**config.mk**
```make
export PLATFORM = sky130hd
export DESIGN_NAME = capture_sequencer_flat
export DESIGN_NICKNAME = d
export VERILOG_FILES = /design/src/rtl/capture_sequencer_pkg.sv /design/src/rtl/capture_sequencer_if.sv /design/src/rtl/capture_timeout_cnt.sv /design/src/rtl/capture_sequencer.sv /design/src/flat_wrapper.sv
export SDC_FILE = /design/constraint.sdc
export NUM_CORES = 1
export LEC_CHECK = 0
export CORE_MARGIN = 4
export CORE_UTILIZATION = 57
export CTS_CLUSTER_SIZE = 12
export DETAILED_ROUTE_END_ITERATION = 10
export PLACE_DENSITY = 0.86
export SYNTH_ARGS = -nofsm -noshare
export SYNTH_HDL_FRONTEND = slang
export SYNTH_SLANG_ARGS = --single-unit
```
**constraint.sdc**
```tcl
create_clock -name clock -period 5.7 [get_ports clock]
set_input_delay 1.14 -clock clock [delete_from_list [all_inputs] [get_ports clock]]
set_output_delay 1.14 -clock clock [all_outputs]
set_load 0.01 [all_outputs]
```
**src/rtl/capture_sequencer_pkg.sv**
```systemverilog
// Shared definitions for the capture path: sample width and sequencer state encoding.
// SAMPLE_W is also used by the sample mux and packer_12to8.
package capture_sequencer_pkg;

    localparam int SAMPLE_W = 12;

    typedef enum logic [1:0] {
        ST_IDLE     = 2'd0,
        ST_WAIT_PPS = 2'd1,
        ST_RUN      = 2'd2,
        ST_DONE     = 2'd3
    } capState_e;

endpackage

```
**src/rtl/capture_sequencer_if.sv**
```systemverilog
// Control, status and sample-path signals of the capture sequencer.
// The register block drives master; the sequencer is slave.
interface capture_sequencer_if #(
    parameter int CNT_W = 32
);
    import capture_sequencer_pkg::*;

    logic                start;
    logic                abort;
    logic                cfg_pps_align;
    logic [CNT_W-1:0]    cfg_count;
    logic                pps;
    logic                in_valid;
    logic [SAMPLE_W-1:0] in_data;
    logic                adc_enable;
    logic                out_valid;
    logic [SAMPLE_W-1:0] out_data;
    logic                busy;
    logic                done;
    logic                timeout;
    logic [CNT_W-1:0]    sample_cnt;

    modport master (
        output start, abort, cfg_pps_align, cfg_count, pps, in_valid, in_data,
        input  adc_enable, out_valid, out_data, busy, done, timeout, sample_cnt
    );

    modport slave (
        input  start, abort, cfg_pps_align, cfg_count, pps, in_valid, in_data,
        output adc_enable, out_valid, out_data, busy, done, timeout, sample_cnt
    );

endinterface

```
**src/rtl/capture_timeout_cnt.sv**
```systemverilog
// Loadable down-counter that flags expiry of the PPS wait window.
// Holds at zero once expired; ENABLE=0 means the window never expires.
module capture_timeout_cnt
    import capture_sequencer_pkg::*;
#(
    parameter int               WIDTH      = 32,
    parameter logic [WIDTH-1:0] LOAD_VALUE = '0,
    parameter bit               ENABLE     = 1'b1
) (
    input  logic clock,
    input  logic reset,
    input  logic load_i,
    input  logic en_i,
    output logic expired_o
);

    logic [WIDTH-1:0] remain_q;
    logic [WIDTH-1:0] remain_d;

    always_comb begin
        remain_d = remain_q;
        if (load_i) begin
            remain_d = LOAD_VALUE;
        end else if (en_i && (remain_q != '0)) begin
            remain_d = remain_q - WIDTH'(1);
        end
    end

    always_ff @(posedge clock) begin
        if (reset) begin
            remain_q <= '0;
        end else begin
            remain_q <= remain_d;
        end
    end

    assign expired_o = ENABLE && (remain_q == '0);

endmodule

```
**src/rtl/capture_sequencer.sv**
```systemverilog
// Gates the sample stream into the packer for one capture: optional PPS alignment,
// bounded or unbounded sample count, abort, and status for registers/LEDs.
module capture_sequencer
    import capture_sequencer_pkg::*;
#(
    parameter int CNT_W          = 32,
    parameter int TIMEOUT_CYCLES = 160000000
) (
    input  logic                 clock,
    input  logic                 reset,
    capture_sequencer_if.slave   bus
);

    // Counter loads TIMEOUT_CYCLES-1 on start and expires on the last allowed WAIT_PPS cycle.
    localparam int             TO_W    = (TIMEOUT_CYCLES > 1) ? $clog2(TIMEOUT_CYCLES) : 1;
    localparam logic [TO_W-1:0] TO_LOAD = TO_W'((TIMEOUT_CYCLES > 0) ? TIMEOUT_CYCLES - 1 : 0);
    localparam bit             TO_EN   = (TIMEOUT_CYCLES > 0);

    capState_e        state_q, state_d;
    logic [CNT_W-1:0] count_q, count_d;
    logic [CNT_W-1:0] sampleCnt_q, sampleCnt_d;
    logic             timeout_q, timeout_d;
    logic             busy_q;
    logic             pps_q;
    logic             ppsEdge;
    logic             toLoad;
    logic             toEn;
    logic             toExpired;
    logic             passSample;

    capture_timeout_cnt #(
        .WIDTH      (TO_W),
        .LOAD_VALUE (TO_LOAD),
        .ENABLE     (TO_EN)
    ) u_timeout (
        .clock     (clock),
        .reset     (reset),
        .load_i    (toLoad),
        .en_i      (toEn),
        .expired_o (toExpired)
    );

    assign ppsEdge    = bus.pps & ~pps_q;
    assign passSample = (state_q == ST_RUN) && bus.in_valid;

    always_comb begin
        state_d     = state_q;
        count_d     = count_q;
        sampleCnt_d = sampleCnt_q;
        timeout_d   = timeout_q;
        toLoad      = 1'b0;
        toEn        = 1'b0;

        case (state_q)
            ST_IDLE: begin
                if (bus.start && !bus.abort) begin
                    count_d     = bus.cfg_count;
                    sampleCnt_d = '0;
                    timeout_d   = 1'b0;
                    toLoad      = 1'b1;
                    state_d     = bus.cfg_pps_align ? ST_WAIT_PPS : ST_RUN;
                end
            end
            ST_WAIT_PPS: begin
                toEn = 1'b1;
                if (bus.abort) begin
                    state_d = ST_IDLE;
                end else if (ppsEdge) begin
                    state_d = ST_RUN;
                end else if (toExpired) begin
                    timeout_d = 1'b1;
                    state_d   = ST_IDLE;
                end
            end
            ST_RUN: begin
                // Sample passed on an abort cycle is still counted, since it reached the packer.
                if (bus.in_valid) begin
                    if (sampleCnt_q != '1) begin
                        sampleCnt_d = sampleCnt_q + CNT_W'(1);
                    end
                    if ((count_q != '0) && (sampleCnt_q == count_q - CNT_W'(1))) begin
                        state_d = ST_DONE;
                    end
                end
                if (bus.abort) begin
                    state_d = ST_IDLE;
                end
            end
            ST_DONE: begin
                state_d = ST_IDLE;
            end
            default: begin
                state_d = ST_IDLE;
            end
        endcase
    end

    always_ff @(posedge clock) begin
        if (reset) begin
            state_q     <= ST_IDLE;
            count_q     <= '0;
            sampleCnt_q <= '0;
            timeout_q   <= 1'b0;
            busy_q      <= 1'b0;
            pps_q       <= 1'b0;
        end else begin
            state_q     <= state_d;
            count_q     <= count_d;
            sampleCnt_q <= sampleCnt_d;
            timeout_q   <= timeout_d;
            busy_q      <= (state_d != ST_IDLE);
            pps_q       <= bus.pps;
        end
    end

    assign bus.adc_enable = (state_q == ST_RUN);
    assign bus.out_valid  = passSample;
    assign bus.out_data   = passSample ? bus.in_data : '0;
    assign bus.busy       = busy_q;
    assign bus.done       = (state_q == ST_DONE);
    assign bus.timeout    = timeout_q;
    assign bus.sample_cnt = sampleCnt_q;

endmodule

```
**src/flat_wrapper.sv**
```systemverilog
// flat-port wrapper written by rule: the top's interface ports become plain ports
module capture_sequencer_flat import capture_sequencer_pkg::*;
#(
    parameter int CNT_W          = 32,
    parameter int TIMEOUT_CYCLES = 160000000
)
  (clock, reset, bus_start, bus_abort, bus_cfg_pps_align, bus_cfg_count, bus_pps, bus_in_valid, bus_in_data, bus_adc_enable, bus_out_valid, bus_out_data, bus_busy, bus_done, bus_timeout, bus_sample_cnt);
  capture_sequencer_if #(.CNT_W(CNT_W)) bus_i ();
  input  logic clock;
  input  logic reset;
  input wire logic [$bits(bus_i.start)-1:0] bus_start;
  input wire logic [$bits(bus_i.abort)-1:0] bus_abort;
  input wire logic [$bits(bus_i.cfg_pps_align)-1:0] bus_cfg_pps_align;
  input wire logic [$bits(bus_i.cfg_count)-1:0] bus_cfg_count;
  input wire logic [$bits(bus_i.pps)-1:0] bus_pps;
  input wire logic [$bits(bus_i.in_valid)-1:0] bus_in_valid;
  input wire logic [$bits(bus_i.in_data)-1:0] bus_in_data;
  output wire logic [$bits(bus_i.adc_enable)-1:0] bus_adc_enable;
  output wire logic [$bits(bus_i.out_valid)-1:0] bus_out_valid;
  output wire logic [$bits(bus_i.out_data)-1:0] bus_out_data;
  output wire logic [$bits(bus_i.busy)-1:0] bus_busy;
  output wire logic [$bits(bus_i.done)-1:0] bus_done;
  output wire logic [$bits(bus_i.timeout)-1:0] bus_timeout;
  output wire logic [$bits(bus_i.sample_cnt)-1:0] bus_sample_cnt;
  assign bus_i.start = bus_start;
  assign bus_i.abort = bus_abort;
  assign bus_i.cfg_pps_align = bus_cfg_pps_align;
  assign bus_i.cfg_count = bus_cfg_count;
  assign bus_i.pps = bus_pps;
  assign bus_i.in_valid = bus_in_valid;
  assign bus_i.in_data = bus_in_data;
  assign bus_adc_enable = bus_i.adc_enable;
  assign bus_out_valid = bus_i.out_valid;
  assign bus_out_data = bus_i.out_data;
  assign bus_busy = bus_i.busy;
  assign bus_done = bus_i.done;
  assign bus_timeout = bus_i.timeout;
  assign bus_sample_cnt = bus_i.sample_cnt;
  capture_sequencer #(.CNT_W(CNT_W), .TIMEOUT_CYCLES(TIMEOUT_CYCLES)) u_core (.clock(clock), .reset(reset), .bus(bus_i));
endmodule
```
# --- Yosys cells after proc, flatten, opt, wreduce, memory -nomap -nowiden ---
# Index checks and enable logic that the tools add are counted.
totals:
  regBits: 97
  out_inout_bits: 49
  elab_cells: 65
op_classes:
  muxes: 24
  n_eq_ne: 11
  bitwise_logic: 2
  add_sub_neg: 3
  reduce_logical: 17
op_table:
  columns: ["op", "count"]
  rows:
  - ["32-bit two-way mux", 3]
  - ["32-bit case mux with 2 select lines", 1]
  - ["28-bit two-way mux", 2]
  - ["32-bit by 1-bit adder with 32-bit output, second input constant", 1]
  - ["32-bit == test", 1]
  - ["32-bit inequality test, second input constant", 1]
  - ["32-bit nonzero test", 1]
  - ["32-bit by 1-bit subtractor with 32-bit output, second input constant", 1]
  - ["28-bit zero test", 1]
  - ["28-bit nonzero test", 1]
  - ["28-bit by 1-bit subtractor with 28-bit output, second input constant", 1]
  - ["2-bit two-way mux", 8]
  - ["12-bit two-way mux", 1]
  - ["2-bit case mux with 4 select lines", 1]
  - ["2-bit nonzero test", 4]
  - ["1-bit two-way mux", 7]
  - ["2-bit by 1-bit inequality test with 1-bit output, second input constant", 3]
  - ["2-bit inequality test, second input constant", 3]
  - ["5-bit AND reduction", 1]
  - ["2-bit == test, second input constant", 2]
  - ["1-bit logical AND", 4]
  - ["4-bit AND reduction", 1]
  - ["2-bit by 1-bit == test with 1-bit output, second input constant", 1]
  - ["2-bit zero test", 1]
  - ["6 further kinds", 6]

# --- Logic depth before layout (Yosys ltp) ---
depth:
  word_depth: 8
  depth_mapped: 10
  mapped_depth_nobuf: 9

# --- Hierarchy ---
# Synthesis repeated with hierarchy kept, for this count alone.
unflattened:
  cells_unflattened: 698
  hier_area_um2: 5609.1
modules_own_cells:
  columns: ["module", "area_per_inst_um2", "seq_area_each_um2", "cells_per_inst", "n_inst"]
  rows:
  - ["capture_sequencer", 4115.2, 1381.3, 530, 1]
  - ["capture_timeout_cnt", 1493.9, 560.5, 168, 1]

# --- Least setup slack after synthesis ---
# Ideal clock, no wire load.
synth_path:
  kind: "input port to output port"
  startpoint: "in bus_in_valid"
  endpoint: "out bus_out_data[10]"
  arrival_time_ps: 2062
  slack_ps: 2498
  cell_stages: 4
  path_cell_list: "and3b_1 clkbuf_1 clkbuf_1 and2_1"
synth_via:
  elab_chain_cells: 2
synth_lines:
  columns: ["item", "line_no", "rtl"]
  rows:
  - ["start, declared", "flat_wrapper.sv:16", "input wire logic [$bits(bus_i.in_valid)-1:0] bus_in_valid;"]
  - ["1-bit logical AND", "capture_sequencer.sv:44", "assign passSample = (state_q == ST_RUN) && bus.in_valid;"]
  - ["via bus_out_valid", "flat_wrapper.sv:19", "output wire logic [$bits(bus_i.out_valid)-1:0] bus_out_valid;"]
  - ["12-bit two-way mux", "capture_sequencer.sv:118", "assign bus.out_data = passSample ? bus.in_data : '0;"]
  - ["end, declared", "flat_wrapper.sv:20", "output wire logic [$bits(bus_i.out_data)-1:0] bus_out_data;"]
# The timed path passes the listed nets, and every way through them passes these cells.

# --- Worst setup path after layout ---
layout_path:
  startpoint: "in bus_in_valid"
  endpoint: "out bus_out_data[0]"
layout_via:
  elab_chain_cells: 2
layout_lines:
  columns: ["item", "line_no"]
  rows:
  - ["1-bit logical AND", "capture_sequencer.sv:44"]
  - ["12-bit two-way mux", "capture_sequencer.sv:118"]
# Every way passes these cells.

==> impl_metrics.csv <==
group,metric,value,unit
floorplanning,initial_core_util,0.590,
routing,drc,0,
synthesis,synth_cell_types,64,
sta,slew_headroom,0.294,
placed_design,io_buffers,99,
synthesis,synth_seq_cells,97,
sta,hold_viol_final,0,
placed_design,pre_cts_slack,1.60,ns
floorplanning,fp.dieH,106,um
layout,utilization,0.719,
sta,report.final.slew_viol_count,0,
routing,via_per_inst,5.87,
job,maxCapViolations,0,
floorplanning,core_area,9280,sq um
routing,dr.pass1.iters,5,
setup_path,crit_arrival,2.95,ns
global_route,top_usage_layer,"met2",
routing,final_antenna_net_count,0,
clock_network,ctsResizeCount,0,
synthesis,async_reset_ff_frac,0,
clock_network,clkSinkCount,97,
clock_network,ctsHtreeMaxLevel,3,
power,intPower,0.000998,W
power,p_seq_frac,0.515,
setup_path,critPathRequiredTime,4.56,ns
clock_network,cts_buffer_depth,2,
synthesis,ys.flop_type,"dfxtp_1",
routing,drt-total-wl,14800,um
global_route,grt_max_degree,58,
layout,nNetsFinal,828,
sta,clock_skew,0.0116,ns
floorplanning,row_count,35,
clock_network,clock_latency,0.36,ns
setup_path,path_max_fanout,19,
power,powerDensity,213,nW/um^2
synthesis,yosysWarnings,0,
layout,drive_gt1_frac,0.0566,
placed_design,place_hpwl,11200,um
sta,final.period_utilization,0.717,
synthesis,netlist_instances,696,
sta,fin_crit,4.09,ns
clock_network,cts_root_buf,"clkbuf_8",
routing,drt_iter0_drc,310,
clock_network,numCtsBuffers,9,
synthesis,avgSynthCellArea,7.87,sq um
synthesis,ys_seq_area_frac,0.355,
routing,num_vias,5323,
setup_path,criticalPathCategory,"primary input to output pin",
power,swShare,0.298,
synthesis,synth.largest_area_cell,"dfxtp_1",
power,p_clk_frac,0.293,
routing,wl_per_cell,16.3,um
setup_path,worstSetupStartpointType,"primary input",
global_route,use_met3,0.0322,
run_status,status,"finished clean",
global_route,grt_pass1_wl,24300,um
hold_path,hold_class,"flop to flop",
clock_network,cts_setup_buffers,0,
clock_network,cts.clk_slew.worst_paths,0.09,ns
global_route,grt_remaining_overflow,0,
sta,rsz0062_at_grt,"no",
global_route,track_usage,0.261,
layout,diodes,0,
synthesis,synthTopCellsByArea,"dfxtp_1, xnor2_1, nand2_1",
sta,whs,0.485,ns
synthesis,synth_edf_count,0,
placed_design,routabilityCongestion,0.913,
sta,setup_viol,0,
clock_network,cts_tree,"yes",
power,vdd_drop_max,0.164,mV
global_route,grtUsageMet1,0.331,
power,pwr-share-comb,0.191,
sta,fin_ws,1.61,ns
layout,syn_to_final_growth,21.9,%
floorplanning,die_w,106,um
clock_network,hold_buffers,0,
synthesis,synth_top_area_frac,0.355,
setup_path,crit_path_end_kind,"output pin",
floorplanning,num_io_pins,100,
global_route,first_global_vias,5058,
sta,fin_setup_tns,0,ns
synthesis,syn_nets,750,
global_route,met2_usage,0.467,
power,leakagePower,2.29,nW
synthesis,syn_area,5480,sq um
global_route,antenna_found_initial,0,
sta,worst_pin_slew,1.06,ns
floorplanning,die_area,11200,sq um
power,power.switching,0.000424,W
sta,fmaxAchievable,245,MHz
cells in the mapped netlist, types with 6 or more instances:
| cell type | n |
|---|---|
| inv_1 | 14 |
| nor3_1 | 20 |
| xnor2_1 | 51 |
| and3_1 | 7 |
| or3_1 | 16 |
| xor2_1 | 33 |
| clkbuf_1 | 30 |
| nand2b_1 | 8 |
| nand3_1 | 18 |
| a31oi_1 | 9 |
| dfxtp_1 | 97 |
| nand2_1 | 105 |
| o21ai_1 | 6 |
| a21oi_1 | 66 |
| and2_1 | 17 |
| nor4_1 | 15 |
| or4_1 | 8 |
| nand4_1 | 12 |
| nor2_1 | 71 |
final cells by class:
cell class,count,area (sq um)
flip-flops and latches,97,1940
multi-input cells,549,3330
clock buffers,10,138
well taps,129,161
clock inverters,5,38.8
fillers,786,2610
inverters,14,52.6
repair buffers,103,1020
worst max-delay path, stage by stage:
cell and delay [ns]:
clkdlybuf4s50_1 0.45, and3b_1 0.58, and2_1 0.23, clkdlybuf4s50_1 0.54
worst paths after layout:
| path | end | cells after the start | start | slack [ns] |
|---|---|---|---|---|
| worst max-delay path | bus_out_data[0] | 4 | bus_in_valid | 1.61 |
| worst min-delay path | u_core.count_q[31]$_SDFFE_PP0P_ | 2 | u_core.count_q[31]$_SDFFE_PP0P_ | 0.48 |
| worst max register to register | u_core.bus.sample_cnt[3]$_SDFFE_PP0P_ | 8 | u_core.bus.sample_cnt[0]$_SDFFE_PP0P_ | 2.64 |
| worst min register to register | u_core.count_q[31]$_SDFFE_PP0P_ | 2 | u_core.count_q[31]$_SDFFE_PP0P_ | 0.48 |
cell families after synthesis:
logic type	count (synthesis)	share of synthesized area
xor gates and xnor gates	84	0.134
DFF	97	0.355
AOI/OAI and AO/OA	121	0.136
buffers and inverters	50	0.0384
muxes	3	0.00571
and+or+nand+nor	338	0.324
adders and majority gates	3	0.00685
registers in the layout, summed over array words and instances, names as in the netlist:
register / flops
u_core.count_q: 32
u_core.bus.timeout: 1
u_core.u_timeout.remain_q: 28
u_core.bus.busy: 1
u_core.bus.sample_cnt: 32
u_core.state_q: 2
u_core.pps_q: 1
placed cells by master (no fill, tap or decap), drive strengths merged, types with 17 or more instances in the layout:
cell           instances
a21oi                 71
nor3                  21
nor2                  71
nand2                105
nand3                 20
dfxtp                 97
xor2                  33
xnor2                 51
clkdlybuf4s50         98
and2                  17
nor4                  20
metrics by stage:
stage / total power, W / area (sq um) / cells
floorplan: 0.000926 / 5480 / 696
global placement: 0.00101 / 6500 / 892
detailed placement: 0.00102 / 6500 / 892
CTS: 0.00142 / 6680 / 907
global route: 0.00149 / 6680 / 907
finish: 0.00142 / 6680 / 907
power by group through the flow:
stage | Sequential [W] | Combinational (W) | Clock [W]
finish | 0.000733 | 0.000272 | 0.000417
global route | 0.000737 | 0.000301 | 0.000451
CTS | 0.000732 | 0.000270 | 0.000420
detailed placement | 0.000748 | 0.000268 | 0
global placement | 0.000746 | 0.000260 | 0
floorplan | 0.000737 | 0.000190 | 0
layer usage:
metal,vias up,wire length (um)
met2,199,7550
met5,-,0
met4,0,138
li1,2595,-
met3,13,856
met1,2516,6240
Note: power is estimated with default switching activity, not from simulation.
==> patch: new RTL, same flow settings <==
Make the reset (`reset`) asynchronous in 2 clocked blocks.
--- a/src/rtl/capture_timeout_cnt.sv
+++ b/src/rtl/capture_timeout_cnt.sv
@@ -26,7 +26,7 @@
         end
     end
 
-    always_ff @(posedge clock) begin
+    always_ff @(posedge clock or posedge reset) begin
         if (reset) begin
             remain_q <= '0;
         end else begin
--- a/src/rtl/capture_sequencer.sv
+++ b/src/rtl/capture_sequencer.sv
@@ -95,7 +95,7 @@
         endcase
     end
 
-    always_ff @(posedge clock) begin
+    always_ff @(posedge clock or posedge reset) begin
         if (reset) begin
             state_q     <= ST_IDLE;
             count_q     <= '0;
Behaviour: differs if reset is asserted again (counterexample within 4 cycles, from zero or initial values and one cycle with reset high); with reset held inactive, the same outputs for 4 cycles.
==> patch against the unedited design <==
Setup slack better by 0.093 ns. Core utilization up 0.40 points. Total power up 29%. Sequential power up 14%. Final area up 6.4%. Clock skew down 0.0032 ns. Highest routed layer unchanged. Wire length up 6.2%. Sequential cell count unchanged. Critical path depth unchanged. Clock power up 41%. Synthesized cell count down 1.6%. Area after synthesis up 5.8%. First-iteration DRC count up 28%. Largest cell class unchanged. Hold slack better by 0.025 ns.
==> patch: results (changes against the unedited design) <==
Worst slack, placed - 1.610 ns (+0.01265 ns)
Area share of fa/ha/maj cells after synthesis - 0.006479 (-0.0003745)
Status - finished, final reports clean
Synth Flop Type - dfrtp_1
CP Capture Point - bus_out_data[5]
Distinct cells, synth - 60 (-6.3%)
Top-area cell type share of the netlist area - 0.4190 (+0.06443)
XOR/XNOR share of the synthesized area - 0.1240 (-0.01036)
Syn Area/Cell - 8.457 um2 (+7.5%)
Via density per instance - 5.977 (+1.8%)
Final net count - 814 (-1.7%)
Reg2Reg Depth - 7 (-1)
Crit path largest cell delay - 0.54 ns (-0.04 ns)
Layout cells sized above 1 - 0.04052 (-0.01603)
R2R Setup Slk - 2.20 ns (-0.44 ns)
Synth async-reset ratio - 1.000 (+1.000)
Register area share after synthesis - 0.4190 (+0.06443)
Clock latency on the worst-skew pair - 0.39 ns (+0.03 ns)
Number of global-route vias before repair - 5303 (+4.8%)
Synth top cells by count - nand2_1 (135), dfrtp_1 (97), nor2_1 (60), xor2_1 (53), clkbuf_1 (37)
R2R Path End - u_core.u_timeout.remain_q[15]
Post-DP HPWL - 11270 um (+0.95%)
Worst R2R Start - u_core.u_timeout.remain_q[3]
Normalized max-slew margin - 0.2840 (-0.009751)
Synth area leaders - dfrtp_1 (42%), nand2_1 (8.7%), xor2_1 (8.0%), xnor2_1 (4.4%), nor2_1 (3.9%)
Placer Congestion - 0.9239 (+1.2%)
Post-synthesis mux area share - 0.005400 (-0.0003121)
patch: cell count changes in the layout (fill, tap and decap cells not counted), moves of 11 or more:
cell,delta
xor2_1,+20
o21ai_0,+15
xnor2_1,-22
nand3_1,+11
nand2_1,+30
nor2_1,-11
a21oi_1,-50
dfrtp_1,+97
dfxtp_1,-97
patch: metrics by stage:
step             util  cells  cell area (um2)
6_report       0.7232    898             7102
2_1_floorplan       -    685             5793
3_5_place_dp   0.6962    882             6837
4_1_cts        0.7232    898             7102
5_1_grt        0.7232    898             7102
3_3_place_gp   0.6962    882             6837
patch: cell families after synthesis:
logic type | Yosys count
simple gates | 370
flops | 97
xor+xnor | 82
compound gates | 80
buf+inv | 50
mux | 3
fa+ha+maj | 3
patch: area by class of cell:
type,count,share of cell area
Sequential cell,97,0.3418
Timing Repair Buffer,102,0.1427
Tap cell,133,0.02343
Multi-Input combinational cell,538,0.4482
Inverter,12,0.006519
Clock buffer,9,0.01744
Clock inverter,7,0.01991
patch: how the worst min path moves through the flow:
| stage | startpoint | endpoint | slack, ns | depth (start not counted) |
|---|---|---|---|---|
| global placement | u_core.bus.timeout | u_core.bus.timeout | 0.48 | 2 |
| detailed placement | u_core.bus.timeout | u_core.bus.timeout | 0.50 | 2 |
| CTS | u_core.bus.timeout | u_core.bus.timeout | 0.52 | 2 |
| floorplan | u_core.u_timeout.remain_q[2] | u_core.u_timeout.remain_q[2] | 0.48 | 2 |
| finish | u_core.bus.timeout | u_core.bus.timeout | 0.51 | 2 |
| global route | u_core.u_timeout.remain_q[2] | u_core.u_timeout.remain_q[2] | 0.56 | 2 |
patch: worst min-delay path, cell delays in order, from the launching register on:
cell     delay, ns
dfrtp_1       0.36
a31oi_1       0.04
nor2_1        0.07
patch: power breakdown:
part	internal, mW	switching (mW)
clock network	0.336	0.253
logic	0.179	0.225
registers	0.746	0.0932
patch: routing by layer:
| metal | up-vias | GRT usage | part of all wire |
|---|---|---|---|
| met5 | - | 0 | 0 |
| met4 | 0 | 0.08566 | 0.018 |
| met3 | 30 | 0.07460 | 0.068 |
| met2 | 203 | 0.4669 | 0.50 |
| met1 | 2610 | 0.3487 | 0.42 |
| li1 | 2524 | - | - |
